--- config.mk ---
export PLATFORM = sky130hd
export DESIGN_NAME = riscv_mem_arbiter
export DESIGN_NICKNAME = d
export VERILOG_FILES = /design/src/rtl/riscv_pkg.sv /design/src/rtl/riscv_rr_arb2.sv /design/src/rtl/riscv_mem_arbiter.sv
export SDC_FILE = /design/constraint.sdc
export NUM_CORES = 1
export LEC_CHECK = 0
export BUFFER_PORTS_ARGS = -buffer_cell sky130_fd_sc_hd__buf_2
export CORE_AREA = 2 2 107 109
export CTS_CLUSTER_SIZE = 10
export DETAILED_ROUTE_END_ITERATION = 10
export DIE_AREA = 0 0 109 111
export PLACE_DENSITY = 0.51
export RECOVER_POWER = 50
export SETUP_SLACK_MARGIN = 0.5
export SYNTH_ARGS = -nofsm -noshare
export SYNTH_HDL_FRONTEND = slang
export SYNTH_HIERARCHICAL = 1
export SYNTH_SLANG_ARGS = --single-unit
export TNS_END_PERCENT = 10
--- constraint.sdc ---
create_clock -name clk -period 2 [get_ports clk]
set_clock_uncertainty 0.05 [all_clocks]
set_input_delay 0.1 -clock clk [delete_from_list [all_inputs] [get_ports clk]]
set_output_delay 0.1 -clock clk [all_outputs]
set_load 0.05 [all_outputs]
--- src/rtl/riscv_pkg.sv ---
// Shared types for the instruction/data memory arbiter.
//   arb_state_e : arbiter FSM state (idle or one outstanding fetch/data access)
//   requester_e : identity of the requester owning the memory port
//   other_req() : returns the requester opposite to the one given
package riscv_pkg;

  typedef enum logic [1:0] {
    IDLE   = 2'd0,
    BUSY_I = 2'd1,
    BUSY_D = 2'd2
  } arb_state_e;

  typedef enum logic {
    REQ_INSTR = 1'b0,
    REQ_DATA  = 1'b1
  } requester_e;

  function automatic requester_e other_req(input requester_e r);
    other_req = (r == REQ_INSTR) ? REQ_DATA : REQ_INSTR;
  endfunction

endpackage

--- src/rtl/riscv_rr_arb2.sv ---
// Two-way round-robin selector with request lock.
// Ports:
//   clk, reset_n : clock, synchronous active-low reset
//   instr_req    : fetch requester is requesting
//   data_req     : load/store requester is requesting
//   hold         : memory request pending without grant this cycle (lock selection)
//   grant        : memory request granted this cycle
//   sel          : currently selected requester (combinational)
module riscv_rr_arb2
  import riscv_pkg::*;
(
  input  logic       clk,
  input  logic       reset_n,
  input  logic       instr_req,
  input  logic       data_req,
  input  logic       hold,
  input  logic       grant,
  output requester_e sel
);

  requester_e last_grant_r;
  requester_e lock_sel_r;
  logic       lock_r;

  // Selection: a locked choice wins, then round-robin on a tie, then the lone requester.
  always_comb begin
    sel = REQ_INSTR;
    if (lock_r) begin
      sel = lock_sel_r;
    end else if (instr_req && data_req) begin
      sel = other_req(last_grant_r);
    end else if (data_req) begin
      sel = REQ_DATA;
    end else begin
      sel = REQ_INSTR;
    end
  end

  // Track the last granted requester and freeze the selection while a request waits.
  always_ff @(posedge clk) begin
    if (!reset_n) begin
      last_grant_r <= REQ_DATA;
      lock_r       <= 1'b0;
      lock_sel_r   <= REQ_INSTR;
    end else if (grant) begin
      last_grant_r <= sel;
      lock_r       <= 1'b0;
    end else if (hold) begin
      lock_r       <= 1'b1;
      lock_sel_r   <= sel;
    end else begin
      lock_r       <= 1'b0;
    end
  end

endmodule

--- src/rtl/riscv_mem_arbiter.sv ---
// Arbitrates a fetch port and a load/store port onto one single-port memory,
// with at most one outstanding memory transaction and zero added latency.
// Ports:
//   clk, reset_n                       : clock, synchronous active-low reset
//   instr_req_i/addr_i, instr_gnt_o    : fetch request handshake
//   instr_rvalid_o/rdata_o             : fetch response
//   data_req_i/we_i/be_i/addr_i/wdata_i: load/store request
//   data_gnt_o, data_rvalid_o/rdata_o  : load/store handshake and response
//   mem_req_o/we_o/be_o/addr_o/wdata_o : shared memory request
//   mem_gnt_i, mem_rvalid_i/rdata_i    : memory grant and response
//   err_o                              : sticky flag, response seen with nothing outstanding
module riscv_mem_arbiter
  import riscv_pkg::*;
#(
  parameter int ADDR_W = 32,
  parameter int DATA_W = 32
) (
  input  logic                clk,
  input  logic                reset_n,
  input  logic                instr_req_i,
  input  logic [ADDR_W-1:0]   instr_addr_i,
  output logic                instr_gnt_o,
  output logic                instr_rvalid_o,
  output logic [DATA_W-1:0]   instr_rdata_o,
  input  logic                data_req_i,
  input  logic                data_we_i,
  input  logic [DATA_W/8-1:0] data_be_i,
  input  logic [ADDR_W-1:0]   data_addr_i,
  input  logic [DATA_W-1:0]   data_wdata_i,
  output logic                data_gnt_o,
  output logic                data_rvalid_o,
  output logic [DATA_W-1:0]   data_rdata_o,
  output logic                mem_req_o,
  output logic                mem_we_o,
  output logic [DATA_W/8-1:0] mem_be_o,
  output logic [ADDR_W-1:0]   mem_addr_o,
  output logic [DATA_W-1:0]   mem_wdata_o,
  input  logic                mem_gnt_i,
  input  logic                mem_rvalid_i,
  input  logic [DATA_W-1:0]   mem_rdata_i,
  output logic                err_o
);

  arb_state_e state_r;
  arb_state_e state_next_s;
  requester_e sel_s;
  logic       sel_instr_s;
  logic       grant_s;
  logic       hold_s;
  logic       err_r;

  riscv_rr_arb2 u_rr_arb2 (
    .clk       (clk),
    .reset_n   (reset_n),
    .instr_req (instr_req_i),
    .data_req  (data_req_i),
    .hold      (hold_s),
    .grant     (grant_s),
    .sel       (sel_s)
  );

  assign sel_instr_s = (sel_s == REQ_INSTR);

  // State register.
  always_ff @(posedge clk) begin
    if (!reset_n) begin
      state_r <= IDLE;
    end else begin
      state_r <= state_next_s;
    end
  end

  // Next state: grant opens a transaction, the memory response closes it.
  always_comb begin
    state_next_s = state_r;
    case (state_r)
      IDLE: begin
        if (grant_s) begin
          state_next_s = sel_instr_s ? BUSY_I : BUSY_D;
        end else begin
          state_next_s = IDLE;
        end
      end
      BUSY_I, BUSY_D: begin
        if (mem_rvalid_i) begin
          state_next_s = IDLE;
        end else begin
          state_next_s = state_r;
        end
      end
      default: state_next_s = IDLE;
    endcase
  end

  // Outputs: request mux in IDLE, response steering in BUSY; all quiet during reset.
  always_comb begin
    mem_req_o = 1'b0;
    if (reset_n && (state_r == IDLE)) begin
      mem_req_o = sel_instr_s ? instr_req_i : data_req_i;
    end else begin
      mem_req_o = 1'b0;
    end
    mem_we_o       = sel_instr_s ? 1'b0 : data_we_i;
    mem_be_o       = sel_instr_s ? {(DATA_W/8){1'b1}} : data_be_i;
    mem_addr_o     = sel_instr_s ? instr_addr_i : data_addr_i;
    mem_wdata_o    = sel_instr_s ? {DATA_W{1'b0}} : data_wdata_i;
    // mem_req_o is already qualified by IDLE, so a stray grant is ignored.
    grant_s        = mem_req_o & mem_gnt_i;
    hold_s         = mem_req_o & ~mem_gnt_i;
    instr_gnt_o    = grant_s & sel_instr_s;
    data_gnt_o     = grant_s & ~sel_instr_s;
    instr_rvalid_o = reset_n & (state_r == BUSY_I) & mem_rvalid_i;
    data_rvalid_o  = reset_n & (state_r == BUSY_D) & mem_rvalid_i;
    instr_rdata_o  = mem_rdata_i;
    data_rdata_o   = mem_rdata_i;
  end

  // Sticky error: a memory response with nothing outstanding.
  always_ff @(posedge clk) begin
    if (!reset_n) begin
      err_r <= 1'b0;
    end else if ((state_r == IDLE) && mem_rvalid_i) begin
      err_r <= 1'b1;
    end else begin
      err_r <= err_r;
    end
  end

  assign err_o = err_r;

endmodule
# Word level (Yosys, flattened, before mapping)
# Index checks and enable logic that the tools add are counted.
[op_classes]
bitwise = 12
eq_ne = 3
add_sub_neg = 0
n_reduce_logical = 7
n_shift = 0
magnitude_cmp = 0
n_mux = 15
div_mod_pow = 0
n_mul = 0
[ops]
columns = ["cell", "n"]
rows = [
  ["2-to-1 mux 32 bit", 2],
  ["bitwise AND 1 bit", 8],
  ["2-to-1 mux 1 bit", 8],
  ["2-to-1 mux 2 bit", 3],
  ["2-to-1 mux 4 bit", 1],
  ["NOT 1 bit", 4],
  ["case mux 2 bit (2 select lines)", 1],
  ["OR reduction 2 bit", 2],
  ["logical AND 1 bit", 3],
  ["equality test 2 x 1 -> 1 bit (second input constant)", 1],
  ["equality test 2 bit (second input constant)", 1],
  ["logical NOT 2 bit", 1],
  ["!= test 2 bit (second input constant)", 1],
  ["AND reduction 2 bit", 1],
]
[word_totals]
latch_bits = 0
output_inout_bits = 139
rom_bits = 0
ramBits = 0
reg_bits = 6
mem_count = 0
elab_cells = 42

# Logic depth before layout (Yosys ltp)
# Gate-level depths: netlist (run 1).
[depth]
depth_word = 8
mapped_depth = 10
ltp_nobuf = 8

# Cells and area by module
# The synthesis (run 1) kept the hierarchy.
[modules_own_cells]
columns = ["module", "instances", "area_per_inst_um2", "cells_each"]
rows = [
  ["riscv_mem_arbiter", 1, 1376.3, 168],
  ["riscv_rr_arb2", 1, 136.4, 13],
]

# Worst setup path after synthesis (run 1)
# No wires, ideal clock.
[synth_path]
path_kind = "register to output"
from = "reg u_rr_arb2.last_grant_r"
to = "out mem_req_o"
path_slack_ns = 0.232
path_stages_with_launch = 8
required_ns = 1.850
arrival_ns = 1.618
n_path_buf = 2
path_cell_list = "dfxtp_1 -> nand2_2 -> nand3b_4 -> nand2_1 -> buf_6 -> buf_8 -> nand2_4 -> a21oi_1"
[synth_between]
elab_chain_cells = 5
[synth_lines]
columns = ["item", "line", "rtl"]
rows = [
  ["from (decl)", "riscv_rr_arb2.sv:21", "requester_e last_grant_r;"],
  ["from (signal assigned)", "riscv_rr_arb2.sv:46", "last_grant_r <= sel;"],
  ["2-to-1 mux 1 bit", "riscv_pkg.sv:19", "other_req = (r == REQ_INSTR) ? REQ_DATA : REQ_INSTR;"],
  ["2-to-1 mux 1 bit", "riscv_rr_arb2.sv:30", "end else if (instr_req && data_req) begin"],
  ["2-to-1 mux 1 bit", "riscv_rr_arb2.sv:28", "if (lock_r) begin"],
  ["via sel_s", "riscv_mem_arbiter.sv:46", "requester_e sel_s;"],
  ["2-to-1 mux 1 bit", "riscv_mem_arbiter.sv:99", "mem_req_o = sel_instr_s ? instr_req_i : data_req_i;"],
  ["2-to-1 mux 1 bit", "riscv_mem_arbiter.sv:98", "if (reset_n && (state_r == IDLE)) begin"],
  ["to (decl)", "riscv_mem_arbiter.sv:33", "output logic mem_req_o,"],
]
# The timed path passes the listed nets, and every way through them passes these cells.

# Worst setup path after layout (run 1)
[layout_path]
from = "reg u_rr_arb2.lock_r"
to = "out mem_req_o"
[layout_between]
elab_chain_cells = 3
[layout_lines]
columns = ["item", "line", "rtl"]
rows = [
  ["from (decl)", "riscv_rr_arb2.sv:23", "logic lock_r;"],
  ["from (signal assigned)", "riscv_rr_arb2.sv:43", "lock_r <= 1'b0;"],
  ["from (signal assigned)", "riscv_rr_arb2.sv:47", "lock_r <= 1'b0;"],
  ["from (signal assigned)", "riscv_rr_arb2.sv:49", "lock_r <= 1'b1;"],
  ["2-to-1 mux 1 bit", "riscv_rr_arb2.sv:28", ""],
  ["via sel_s", "riscv_mem_arbiter.sv:46", ""],
  ["2-to-1 mux 1 bit", "riscv_mem_arbiter.sv:99", ""],
  ["2-to-1 mux 1 bit", "riscv_mem_arbiter.sv:98", ""],
]
# The timed path passes the listed nets, and every way through them passes these cells.

==> results of run 1 <==
==> cell type report <==
cell class / instances / area (µm²)
Tap cell: 143 / 178.9
Fill cell: 1248 / 8700
Clock buffer: 3 / 75.07
Antenna cell: 4 / 10.01
Inverter: 3 / 11.26
Timing Repair Buffer: 186 / 1130
Sequential cell: 6 / 120.1
Multi-Input combinational cell: 100 / 852.1
==> flip-flops by register name (all words and copies together), names as in the netlist <==
signal	cells
u_rr_arb2/lock_sel_r	1
state_r	2
u_rr_arb2/lock_r	1
err_o	1
u_rr_arb2/last_grant_r	1
==> Yosys cell counts <==
library cell / n
nand4b_1: 2
buf_8: 1
o21ai_1: 1
a41oi_1: 1
o31ai_1: 2
nor2b_1: 2
buf_6: 4
inv_1: 3
nand3b_4: 1
nand2_1: 3
nand2b_1: 4
ha_1: 3
nor2b_2: 1
buf_4: 64
and3_1: 2
a211oi_1: 2
nand3_1: 1
clkbuf_1: 3
mux2_2: 32
nor2_1: 2
nand2b_4: 1
dfxtp_1: 6
nand2_4: 1
a21oi_1: 2
and2_1: 34
nand2_2: 1
nor3b_1: 1
a31oi_1: 1
==> per-stage QoR <==
step                      std cells  total power [mW]  hold slack, ns  utilization [%]
after floorplan                 181             1.014          0.1717                -
after global placement          435            0.8788          0.1505            18.77
after detailed placement        435            0.8872          0.1505            18.77
after CTS                       440             1.285          0.1505            20.96
after global routing            441             1.349          0.1501            21.37
final                           445             1.284          0.1453            21.46
==> layout by cell type (no fill, tap or decap), drive strengths merged <==
master	Yosys	final
buf	69	176
and2	34	34
mux2	32	32
clkbuf	3	13
dfxtp	6	6
nand2b	5	5
nand2	5	5
diode	0	4
inv	3	3
ha	3	3
nor2b	3	3
nor2	2	2
a211oi	2	2
and3	2	2
nand4b	2	2
o31ai	2	2
a21oi	2	2
nand3	1	1
nand3b	1	1
nor3b	1	1
a41oi	1	1
o21ai	1	1
a31oi	1	1
==> metal layers <==
layer	part of all wire, %	routed length [µm]
met5	0.46	30
met2	49	3218
met4	2.6	169
met3	16	1048
met1	32	2069
==> critical path: cells and delay by family, from the launching register on <==
family / cells / cell delay, ns
simple gates: 3 / 0.45
compound gates: 1 / 0.13
flops: 1 / 0.34
buf+inv: 1 / 0.50
==> power groups by stage <==
stage	clock, mW	sequential (mW)	combinational, mW
finish	0.327	0.130	0.827
CTS	0.332	0.130	0.823
detailed placement	0	0.132	0.756
global route	0.345	0.131	0.873
floorplan	0	0.137	0.877
global placement	0	0.131	0.748
==> what timing repair did <==
item,CTS,global route
setup buffers,0,1
cloned,2,0
pin swaps,0,0
resized for setup,40,29
endpoints found under the setup margin,75,75
==> cell families (layout without fill, tap and decap cells) <==
group / Yosys count / count (layout) / synth area share (%)
compound gates: 9 / 9 / 3.970
fa+ha+maj: 3 / 3 / 2.482
buf+inv: 75 / 192 / 37.22
flops: 6 / 6 / 7.941
mux: 32 / 32 / 23.82
other cells: 0 / 4 / 0
simple gates: 56 / 56 / 24.57
==> worst min-delay path by stage <==
stage	from	end	slack [ns]	cells after the start
CTS	mem_rdata_i[3]	data_rdata_o[3]	0.15	0
global placement	mem_rdata_i[3]	data_rdata_o[3]	0.15	0
global route	mem_rdata_i[13]	instr_rdata_o[13]	0.15	0
finish	mem_rvalid_i	err_o$_SDFFE_PN0P_	0.15	3
detailed placement	mem_rdata_i[3]	data_rdata_o[3]	0.15	0
floorplan	reset_n	u_rr_arb2/lock_r$_SDFF_PP0_	0.17	1
==> metrics, run 1 <==
status=finished clean; dominant cells by area after synthesis=buf_4, mux2_2, and2_1; CTS H-tree lvls=1; Max Fclk=555.8 MHz; routed len/inst=14.69 µm; Avg Cell Area, Syn=8.357 µm²; CTS tree=done; Clock power frac=25.5%; Req. time, crit path=1.85 ns; Vias=1626; Synth top area share=31.76%; Critical Path Source Type=flop; switching share of power=46.91%; first-pass GRT wire length=9232 µm; Avg Vias per Cell=3.654; Final WS setup=0.2009 ns; cts bufs inserted=3; WS Path Type=flop to output pin; R2R setup slack=0.36 ns; final WL=6535 µm; max_cap viols=0; Die X=109 µm; vias in the first global route=1679; starting density of the core=13.66%; GRT Util Overall=10.09%; Peak VDD IR=0.0002400 V; clock root cell=clkbuf_16; RR Endpoint=u_rr_arb2/lock_sel_r$_SDFFE_PN0P_; grt ovf=0; Worst Setup End Kind=output pin; worst path arrival time=1.65 ns; Max Slew Vio Count=0; CTS Hold Bufs=0; sequential share of power=10.1%; router iterations before antenna repair=4; Hold WC Path Type=input port to flop; Yosys top cell by area=buf_4; share of layout cells above drive strength 1=75.17%; worst setup path end=mem_req_o; post-route ant nets=0; clock slew at reported path FFs=0.03 ns; Pleak=1.226 nW; IO Port Bufs=181; M3 GR Usage=6.584%; internal power=0.6819 mW; worst r2r src=u_rr_arb2/lock_r$_SDFF_PP0_; Initial DRC Count=42; area of the core=0.01108 mm²; GR Util met1=9.230%; met2 Usage GRT=17.89%; area of the mapped netlist=0.001513 mm²; final net count=442; row count=39; total number of yosys warnings=6; Slew @ Worst Pin=0.6183 ns; #FFs+latches synth=6; period utilization=89.95%; cell area after layout=0.002377 mm²; Cell Pwr Density=540.3 mW/mm²; post-synthesis sequential area ratio=7.940%; Routability Congestion=0.6836; RSZ-0062 raised after global routing=yes; clk buf depth=2; Tmin final=1.799 ns; DP HPWL=5343 µm; post-synth cell types=28; Worst slew margin=58.96%; Final Setup Violations=0; final hold viol count=0; Switch Pwr=0.6025 mW; Worst-Skew Late Latency=0.23 ns; Post-Syn Nets=323; IO Pins=278; Place WS=0.3646 ns; synthesized instance count=181; largest net degree at the start of global routing=31; setup_tns=0 ns; CP startpoint=u_rr_arb2/lock_r$_SDFF_PP0_; DRC=0; reg2reg path depth=7; CP max stage cell=clkbuf_1; Critical Path Max Stage Delay=0.50 ns; Comb pwr share=64.4%; DP Area=0.002079 mm²; Layout area overhead=57.15%; DIE HEIGHT=111 µm; initial antenna violation count=7; CTS sink count=6; die area=0.01210 mm²; crit-path max FO=6; Cell Chain, Critical Path=nand3b_4 > nand2_8 > nand2b_4 > a21oi_2 > clkbuf_1; GRT Max-Usage Layer=met2
Power figures use the tool's default switching activity.
==> run 2: changes to the inputs <==
RECOVER_POWER = 100   (was 50)
==> run 2 against run 1 <==
Against the previous run:
- clock power about the same
- flip-flop and latch count stayed put
- fmax decreased by 0.76%
- largest cell class unchanged
- highest routed layer unchanged
- largest power group unchanged
==> metrics, run 2 (synthesis gave the netlist of run 1 again) <==
Cell Count, Final, Fillers Out=445; Max Slew Vio Count=0; internal power=0.6407 mW; Fin Hold WS=0.1453 ns; DP HPWL=5343 µm; crit-path max FO=15; most flop-heavy register=state_r; max_cap viols=0; routed len/inst=14.67 µm; WS Path Type=flop to output pin; Place WS=0.3646 ns; DRC=0; Max Fclk=551.6 MHz; Slew @ Worst Pin=0.6369 ns; initial antenna violation count=7; status=finished clean; max FFs per register=2; period utilization=90.65%; Hold WC Path Type=input port to flop; DIE HEIGHT=111 µm; Tmin final=1.813 ns; commonest cells after routing, fill and taps aside=buf_2, clkbuf_2, and2_1; clock root cell=clkbuf_16; Die X=109 µm; worst path arrival time=1.66 ns; Worst slew margin=57.72%; vias in the first global route=1679; Layout area overhead=49.30%; sequential share of power=10.5%; switching share of power=48.43%; cts bufs inserted=3; Clock power frac=26.3%; Vias=1628; Peak VDD IR=0.0002397 V; CTS H-tree lvls=1; placed insts=435; Final WS setup=0.1871 ns; Worst Setup End Kind=output pin; IO Port Bufs=181; final WL=6530 µm; GRT Util Overall=10.09%; Routability Congestion=0.6836; Pleak=1.188 nW; Cell Pwr Density=550.2 mW/mm²; share of layout cells above drive strength 1=74.50%; area of the core=0.01108 mm²; CTS sink count=6; largest net degree at the start of global routing=31; filler instances=1277; IO Pins=278; Switch Pwr=0.6018 mW; Avg Vias per Cell=3.658; clock slew at reported path FFs=0.03 ns; Final Setup Violations=0; die area=0.01210 mm²; starting density of the core=13.66%; grt ovf=0; setup_tns=0 ns; row count=39; Comb pwr share=63.2%; Req. time, crit path=1.85 ns; Worst-Skew Late Latency=0.23 ns; router iterations before antenna repair=4; Critical Path Source Type=flop; RSZ-0062 raised after global routing=yes; final design utilization=20.39%; CTS tree=done; hold depth=3; post-route ant nets=0; clk buf depth=2; most common cell after layout, fill and taps aside=buf_2; final net count=442; first-pass GRT wire length=9232 µm; Initial DRC Count=36; reg2reg path depth=7; final hold viol count=0
## run 2: through the flow
step           instance area (µm²)  power, mW
5_1_grt                       2248      1.307
6_report                      2258      1.242
3_3_place_gp                  2079     0.8788
2_1_floorplan                 1516      1.014
4_1_cts                       2322      1.285
3_5_place_dp                  2079     0.8872
## run 2: power by group through the flow
stage / clock [mW] / combinational, mW / sequential (mW)
after floorplan: 0 / 0.877 / 0.137
after global placement: 0 / 0.748 / 0.131
after detailed placement: 0 / 0.756 / 0.132
after CTS: 0.332 / 0.823 / 0.130
after global routing: 0.345 / 0.831 / 0.131
final: 0.327 / 0.785 / 0.130
## run 2: timing repair
action,4_1_cts,5_1_grt
hold buffers,0,0
cloned,2,0
gates resized for setup,40,29
endpoints found under the setup margin,75,75
setup buffers,0,1
pin swaps,0,0
## run 2: final timing paths
kind / start / to / slack [ns]
worst max-delay path: u_rr_arb2/lock_r$_SDFF_PP0_ / mem_wdata_o[17] / 0.19
worst min-delay path: mem_rvalid_i / err_o$_SDFFE_PN0P_ / 0.15
worst max register to register: u_rr_arb2/lock_r$_SDFF_PP0_ / u_rr_arb2/lock_sel_r$_SDFFE_PN0P_ / 0.33
worst min register to register: err_o$_SDFFE_PN0P_ / err_o$_SDFFE_PN0P_ / 0.45
## run 2: worst max-delay path, cell delays in order (launching register included)
cell and delay (ns):
dfxtp_1 0.31, nand3b_4 0.19, nand2_8 0.13, buf_16 0.16
and2_1 0.15, clkbuf_1 0.48
## run 2: layout make-up
cell class / count / area (µm²) / area share [%]
Antenna cell: 4 / 10.01 / 0.4432
Multi-Input combinational cell: 100 / 852.1 / 37.73
Timing Repair Buffer: 186 / 1011 / 44.76
Clock buffer: 3 / 75.07 / 3.324
Inverter: 3 / 11.26 / 0.4986
Tap cell: 143 / 178.9 / 7.922
Sequential cell: 6 / 120.1 / 5.319
## run 2: layer usage
| metal | GRT usage, % | wire (µm) | vias to the layer above |
|---|---|---|---|
| met4 | 3.077 | 169 | 4 |
| li1 | - | - | 771 |
| met3 | 6.584 | 1045 | 29 |
| met5 | 0 | 30 | - |
| met2 | 17.89 | 3201 | 119 |
| met1 | 9.230 | 2084 | 705 |
